--- src/rtl/mem_bus_arbiter.sv ---
// mem_bus_arbiter
//   Two-CPU memory bus arbiter with snoop-based coherence hooks. One RAM
//   transaction is in flight at a time. Data requests beat instruction
//   requests. CPU ties go to whichever CPU was not granted last.
//
//   Configuration macro: BUS_FIXED_PRIO_EN
//     When defined, CPU0 always wins ties and last-granted is ignored.
//     When undefined, ties alternate.
//
//   Ports (CPUS = 2, WORD_W = word width)
//     CLK, nRST                      clock, async active-low reset
//     iREN/iaddr -> iload/iwait      instruction-fetch side, per CPU
//     dREN/dWEN/daddr/dstore         data-cache side, per CPU
//       -> dload/dwait               (dREN & dWEN together is a write)
//     cctrans/ccwrite                coherence request qualifiers, per CPU
//       -> ccwait/ccinv/ccsnoopaddr  snoop controls toward the other CPU
//     ramREN/ramWEN/ramaddr/ramstore RAM request
//     ramload, ramwait               RAM response (ramwait = 1: not ready)
//
//   Only CPUS = 2 is supported. The grant is a single bit and "other"
//   is its complement.
module mem_bus_arbiter #(
  parameter int unsigned CPUS   = 2,
  parameter int unsigned WORD_W = 32
) (
  input  logic              CLK,
  input  logic              nRST,
  // instruction-fetch side
  input  logic [CPUS-1:0]   iREN,
  input  logic [WORD_W-1:0] iaddr [CPUS],
  output logic [WORD_W-1:0] iload [CPUS],
  output logic [CPUS-1:0]   iwait,
  // data-cache side
  input  logic [CPUS-1:0]   dREN,
  input  logic [CPUS-1:0]   dWEN,
  input  logic [WORD_W-1:0] daddr [CPUS],
  input  logic [WORD_W-1:0] dstore [CPUS],
  output logic [WORD_W-1:0] dload [CPUS],
  output logic [CPUS-1:0]   dwait,
  // coherence side
  input  logic [CPUS-1:0]   cctrans,
  input  logic [CPUS-1:0]   ccwrite,
  output logic [CPUS-1:0]   ccwait,
  output logic [CPUS-1:0]   ccinv,
  output logic [WORD_W-1:0] ccsnoopaddr [CPUS],
  // RAM side
  output logic              ramREN,
  output logic              ramWEN,
  output logic [WORD_W-1:0] ramaddr,
  output logic [WORD_W-1:0] ramstore,
  input  logic [WORD_W-1:0] ramload,
  input  logic              ramwait
);

  // The encoding values are kept from the legacy localparams.
  typedef enum logic [2:0] {
    IDLE  = 3'd0,
    SNOOP = 3'd1,
    D_RD  = 3'd2,
    D_WR  = 3'd3,
    I_RD  = 3'd4
  } state_t;

  state_t state, state_n;
  logic   grant, grant_n;     // CPU owning the current transaction
  logic   last, last_n;       // CPU whose access completed most recently
  logic   snooped, snooped_n; // current D_RD was preceded by a SNOOP cycle
  logic   other;
  logic   tie_pref;           // winner when both CPUs request
  logic   pick;
  logic [CPUS-1:0] dreq;

`ifdef BUS_FIXED_PRIO_EN
  assign tie_pref = 1'b0;
`else
  assign tie_pref = ~last;
`endif

  assign other = ~grant;
  assign dreq  = dREN | dWEN;

  function automatic logic pick_cpu(input logic [1:0] req, input logic pref);
    if (req == 2'b11) return pref;
    else              return req[1];
  endfunction

  always_comb begin
    state_n     = state;
    grant_n     = grant;
    last_n      = last;
    snooped_n   = snooped;
    pick        = 1'b0;
    iwait       = '1;
    dwait       = '1;
    iload       = '{default: '0};
    dload       = '{default: '0};
    ccwait      = '0;
    ccinv       = '0;
    ccsnoopaddr = '{default: '0};
    ramREN      = 1'b0;
    ramWEN      = 1'b0;
    ramaddr     = '0;
    ramstore    = '0;

    case (state)
      IDLE: begin
        snooped_n = 1'b0;
        if (|dreq) begin
          pick    = pick_cpu(dreq, tie_pref);
          grant_n = pick;
          if (dWEN[pick]) begin
            state_n = D_WR;
          end else if (cctrans[pick]) begin
            state_n   = SNOOP;
            snooped_n = 1'b1;
          end else begin
            state_n = D_RD;
          end
        end else if (|iREN) begin
          pick    = pick_cpu(iREN, tie_pref);
          grant_n = pick;
          state_n = I_RD;
        end
      end

      SNOOP: begin
        if (!dREN[grant]) begin
          state_n = IDLE;
        end else begin
          ccwait[other]      = 1'b1;
          ccinv[other]       = ccwrite[grant];
          ccsnoopaddr[other] = daddr[grant];
          state_n            = D_RD;
        end
      end

      // A dropped request aborts without touching RAM or pulsing a wait.
      D_RD: begin
        if (!dREN[grant]) begin
          state_n = IDLE;
        end else begin
          ccwait[other] = snooped;
          ramREN        = 1'b1;
          ramaddr       = daddr[grant];
          if (!ramwait) begin
            dwait[grant] = 1'b0;
            dload[grant] = ramload;
            last_n       = grant;
            state_n      = IDLE;
          end
        end
      end

      D_WR: begin
        if (!dWEN[grant]) begin
          state_n = IDLE;
        end else begin
          ramWEN   = 1'b1;
          ramaddr  = daddr[grant];
          ramstore = dstore[grant];
          if (!ramwait) begin
            dwait[grant] = 1'b0;
            last_n       = grant;
            state_n      = IDLE;
          end
        end
      end

      I_RD: begin
        if (!iREN[grant]) begin
          state_n = IDLE;
        end else begin
          ramREN  = 1'b1;
          ramaddr = iaddr[grant];
          if (!ramwait) begin
            iwait[grant] = 1'b0;
            iload[grant] = ramload;
            last_n       = grant;
            state_n      = IDLE;
          end
        end
      end

      default: state_n = IDLE;
    endcase
  end

  // Resetting last to CPU1 lets CPU0 win the first tie.
  always_ff @(posedge CLK or negedge nRST) begin
    if (!nRST) begin
      state   <= IDLE;
      grant   <= 1'b0;
      last    <= 1'b1;
      snooped <= 1'b0;
    end else begin
      state   <= state_n;
      grant   <= grant_n;
      last    <= last_n;
      snooped <= snooped_n;
    end
  end

endmodule

--- config.mk ---
export PLATFORM = sky130hd
export DESIGN_NAME = mem_bus_arbiter
export DESIGN_NICKNAME = d
export VERILOG_FILES = /design/src/rtl/mem_bus_arbiter.sv
export SDC_FILE = /design/constraint.sdc
export NUM_CORES = 1
export LEC_CHECK = 0
export BUFFER_PORTS_ARGS = -buffer_cell sky130_fd_sc_hd__buf_2
export CAP_MARGIN = 20
export CORE_AREA = 3 3 194 196
export CTS_BUF_LIST = sky130_fd_sc_hd__clkbuf_8
export CTS_CLUSTER_DIAMETER = 80
export CTS_CLUSTER_SIZE = 25
export DETAILED_ROUTE_END_ITERATION = 10
export DIE_AREA = 0 0 197 199
export SYNTH_ARGS = -nofsm -noshare
export SYNTH_HDL_FRONTEND = slang
export SYNTH_SLANG_ARGS = --single-unit
export TNS_END_PERCENT = 20
--- constraint.sdc ---
create_clock -name CLK -period 2.22 [get_ports CLK]
set_clock_uncertainty 0.1 [all_clocks]
set_input_delay 0.333 -clock CLK [delete_from_list [all_inputs] [get_ports CLK]]
set_output_delay 0.333 -clock CLK [all_outputs]
set_load 0.1 [all_outputs]
# After elaboration in Yosys (flattened, before gate mapping)
# Index checks and enable logic that the tools add are counted.
[classes]
order_cmp = 9
n_eq_ne = 10
muxes = 82
n_bitwise = 10
n_reduce_logical = 11
[op_table]
columns = ["cell", "count"]
rows = [
  ["$mux W32", 16],
  ["$mux W64", 7],
  ["$and A64 B64 Y64", 2],
  ["$pmux W32 S3", 1],
  ["$demux W32 S1", 2],
  ["$mux W1", 31],
  ["$mux W2", 12],
  ["$mux W3", 6],
  ["$pmux W3 S5", 1],
  ["$pmux W2 S2", 2],
  ["$eq A3 B2 Y1 const B", 2],
  ["$lt A1 B2 Y1 const B", 3],
  ["$ne A2 B2 Y1 const B", 3],
  ["$and A2 B2 Y2", 2],
  ["$eq A2 B2 Y1 const B", 2],
  ["$ge A2 B2 Y1 const B", 2],
  ["$logic_and A1 B1 Y1", 4],
  ["$lt A2 B1 Y1 const B", 2],
  ["$not A1 Y2", 2],
  ["$reduce_and A4 Y1", 1],
  ["$reduce_or A2 Y1", 2],
  ["$eq A3 B1 Y1 const B", 1],
  ["$eq A3 B3 Y1 const B", 1],
  ["$logic_not A3 Y1", 1],
  ["11 further kinds", 14],
]
[word_totals]
regBits = 6
out_inout_bits = 266
elab_cells = 126

# Depth between registers and ports, before layout
[logic_depth]
depth_word = 11
depth_mapped = 6
depth_no_buf = 4

# Worst setup path before layout
# Ideal clock, no wire load.
[synth_timing]
path_type = "register to output"
startpoint = "register grant"
endpoint = "output ccwait[1]"
arrival_ns = 4.087
setup_slack_ns = -2.300
path_stages_with_launch = 5
n_path_buf = 3
path_cell_list = "dfrtp_1 buf_2 buf_2 clkbuf_1 nor4b_1"
[synth_between]
elab_chain_len = 8
[synth_rtl]
columns = ["element", "line_no", "source"]
rows = [
  ["start: declaration", "65", "logic grant, grant_n;"],
  ["start signal: assignment", "197", "grant <= grant_n;"],
  ["$not A1 Y1", "79", "assign other = ~grant;"],
  ["$lt A1 B2 Y1 (implied by the code) / $ge A1 B1 Y1 (equally long branches)", "130, 142", ""],
  ["$logic_and A1 B1 Y1 (implied by the code)", "130, 142", ""],
  ["$mux W1 (implied by the code)", "130, 142", ""],
  ["$demux W1 S1", "130, 142", ""],
  ["$and A2 B2 Y2 (no line)", "--", ""],
  ["$mux W2", "139", "if (!dREN[grant]) begin"],
  ["$pmux W2 S2 (*)", "105", "case (state)"],
  ["end: declaration", "43", "output logic [CPUS-1:0] ccwait,"],
]
# Every way passes the cells marked *; elsewhere a longest branch is shown, timed or not. The select of a mux whose other input is x is not followed.

==> impl_summary.txt <==
----------------------------------------------------
[Status]
  Outcome ... complete, but fails checks
  Violations in the final reports ... negative setup slack

[Pwr]
  IR drop worst, VDD ... 0.338 mV
  Combinational power share ... 0.960
  Sw frac ... 0.614
  Share of power burned in the clock network ... 0.018
  Fraction of power consumed by sequential logic ... 0.023
  Leakage power figure ... 0.00546 uW
  Int Pwr ... 4040 uW
  Total power after layout ... 10500 uW
  Power density over the cells ... 849 nW/um^2
  Net Sw Power ... 6420 uW

[Synth]
  Ranking of synthesized cells by area ... mux2i_1, and2_1, nor2_1
  Cell taking the most area after synthesis ... mux2i_1
  Nets in the synthesized netlist ... 744
  Sequential area share after synthesis ... 0.0446
  Post-synth top cells ... and2_1, mux2i_1, nor2_1
  Avg Synthesized Cell Area ... 6.70 sq um
  Netlist area before placement ... 3400 sq um
  Number of instances in the synthesized netlist ... 507
  Fraction of synthesized cell area taken by the top area cell type ... 0.286
  EDFF count, synth ... 0
  Yosys warning count ... 0
  Most common flop cell mapped by yosys ... dfrtp_1
  Post-synth ARST share ... 1.00
  Flop and latch count out of synthesis ... 6
  Dominant cell by count in the synthesized netlist ... and2_1
  Number of different library cells in the post-synthesis netlist ... 43

[STA]
  Final worst slack ... -0.188 ns
  Final period util ... 1.08
  Minimum period implied by the final worst setup slack ... 2.41 ns
  Maximum clock frequency ... 0.415 GHz
  Unrepaired setup endpoints after global routing ... yes
  Worst slew margin relative to its limit ... 0.584
  Total count of hold-check failures in the final report ... 0
  Slew Limit Fails ... 0
  Slew at the pin with the worst max-slew slack ... 0.618 ns
  Number of setup violations in the final report ... 251

[Die]
  Die X-Extent ... 197 um
  Initial standard-cell utilization of the core ... 0.0937
  Number of top-level pins ... 503
  Cell Rows ... 70
  Die height ... 199 um
  Area of the die ... 39200 sq um
  Core area ... 36300 sq um

[Hold path]
  Worst Min Path Start ... cctrans[1]
  Class of the worst hold path ... input pin to flop

[Clocking]
  Sink Count ... 6
  Clock insertion delay at the later pin of the skew report ... 0.24 ns
  Buffer levels on the longest clock path ... 2
  CTS root buffer ... clkbuf_8
  H-tree lvl count ... 1
  Clock transition at path regs ... 0.04 ns
  Clock tree from TritonCTS ... yes
  Clock buffer count from CTS ... 3

[Worst setup path]
  Kind of end point of the critical path ... primary output
  Kind of launch point of the worst setup path ... flop
  Startpoint of the worst register-to-register path ... grant$_DFFE_PN0P_
  Crit path kind ... flop to primary output
  Crit path launch ... grant$_DFFE_PN0P_
  Required time of the worst setup path ... 1.79 ns
  Maximum fanout along the worst path ... 7
  Arrival time of the worst setup path ... 1.97 ns

[Run]
  Number of violations of the max-capacitance limit ... 0

[Placement]
  Placer congestion estimate ... 0.884
  Number of buffer cells added on primary ports ... 502
  Detail Placement HPWL ... 21600 um
  Worst setup timing slack at the placement stage ... 0.0270 ns
  Number of placed instances with taps included ... 1467

[GRT]
  Initial antenna violation count ... 6
  Overall fraction of global-route tracks in use ... 0.118
  Vias in the first global route ... 5999
  Wire length of the first global-routing pass ... 36300 um
  Final global-route overflow total ... 0
  Largest net degree at the start of global routing ... 35

[Detailed routing]
  Routed WL ... 26800 um
  Number of nets with antenna violations after routing ... 0
  Post-route DRC ... 0
  Wirelength per Cell ... 18.0 um
  Number of iterations in the first detailed-routing pass ... 4
  DRT iter0 DRCs ... 140
  Via/cell ratio ... 3.93
  Count of vias placed by the detailed router ... 5854

[Finish]
  Fraction of layout cells with a size suffix above 1 ... 0.786
  Number of standard cells in the final layout excluding fillers ... 1488
  Number of fill cells in the layout ... 3575
  Layout-stage area growth over the synthesis result ... 262%
  Final-stage net count ... 1255

----------------------------------------------------
==> per-stage QoR <==
step                      area, sq um  setup TNS (ns)  hold WS [ns]  utilization
after global placement          11500               0        0.0658        0.318
after detailed placement        11500               0        0.0695        0.318
after floorplan                  4270          -75.76       -0.0626            -
final                           12300          -24.94         0.357        0.340
after CTS                       11800          -34.91         0.341        0.327
after global routing            12300          -39.76         0.352        0.340
==> cells in the final DEF, fill, tap and decap left out, types with 4 or more instances in the layout <==
| cell type | n |
|---|---|
| buf_12 | 281 |
| buf_2 | 236 |
| mux2i_1 | 81 |
| and2_4 | 73 |
| nor2_2 | 60 |
| and2_1 | 55 |
| nand2_1 | 39 |
| nor3b_4 | 34 |
| buf_4 | 22 |
| o22ai_4 | 19 |
| mux2i_2 | 16 |
| o22ai_2 | 13 |
| nor2_1 | 12 |
| buf_6 | 10 |
| inv_1 | 4 |
| buf_16 | 4 |
| clkbuf_16 | 4 |
==> per-layer routing <==
metal / GRT usage / wire, um
met5: 0 / 45
met4: 0.0185 / 478
met3: 0.0291 / 1950
met2: 0.228 / 14800
met1: 0.134 / 9520
==> power by group through the flow <==
stage | sequential, uW | combinational [uW] | clock [uW]
after floorplan | 182 | 6260 | 0
after global placement | 220 | 9360 | 0
after detailed placement | 224 | 9420 | 0
after CTS | 227 | 9630 | 186
after global routing | 241 | 10400 | 194
final | 236 | 10000 | 185
==> flip-flops by register name, indices dropped and copies added, names as in the netlist <==
signal and cells:
snooped 1, last 1, grant 1, state 3
==> what timing repair did <==
action / 4_1_cts / 5_1_grt
gates cloned: 1 / 6
pin swaps: 2 / 36
gates resized for setup: 73 / 93
endpoints found under the setup margin: 260 / 262
endpoints found under the hold margin: 5 / 0
hold buffers: 1 / 0
buffers inserted: 2 / 4
==> cells by family after synthesis <==
group,after synthesis,share of synthesized area
DFF,6,0.0446
muxes,103,0.307
AOI/OAI and AO/OA,47,0.0961
and+or+nand+nor,295,0.479
buffers and inverters,56,0.0737
==> worst max-delay path, stage by stage, from the launching register on <==
cell and delay (ns):
dfrtp_4 0.52, mux2_4 0.23, nand3_4 0.11, nor3_4 0.21
buf_12 0.16, clkbuf_16 0.16, and2_4 0.15, buf_12 0.17
==> cell type report <==
type | count | area [sq um] | area share
inverter | 4 | 15.0 | 0.00122
clock buffer | 3 | 41.3 | 0.00335
antenna | 3 | 7.51 | 0.000610
tap | 468 | 586 | 0.0476
timing repair buffer | 558 | 7300 | 0.593
sequential | 6 | 156 | 0.0127
multi-input combinational | 445 | 4200 | 0.341
clock inverter | 1 | 3.75 | 0.000305
==> path summary, 6_finish.rpt <==
path | cells after the start | to | slack, ns
hold / removal | 3 | state[0]$_DFFE_PN0P_ | 0.36
min in group asynchronous | 2 | grant$_DFFE_PN0P_ | 0.41
hold reg to reg | 1 | snooped$_DFFE_PN0N_ | 0.40
setup / recovery | 7 | iload[58] | -0.19
setup reg to reg | 6 | last$_DFFE_PN1P_ | 0.30
max in group asynchronous | 2 | last$_DFFE_PN1P_ | 1.38
Note: power is estimated with default switching activity, not from simulation.
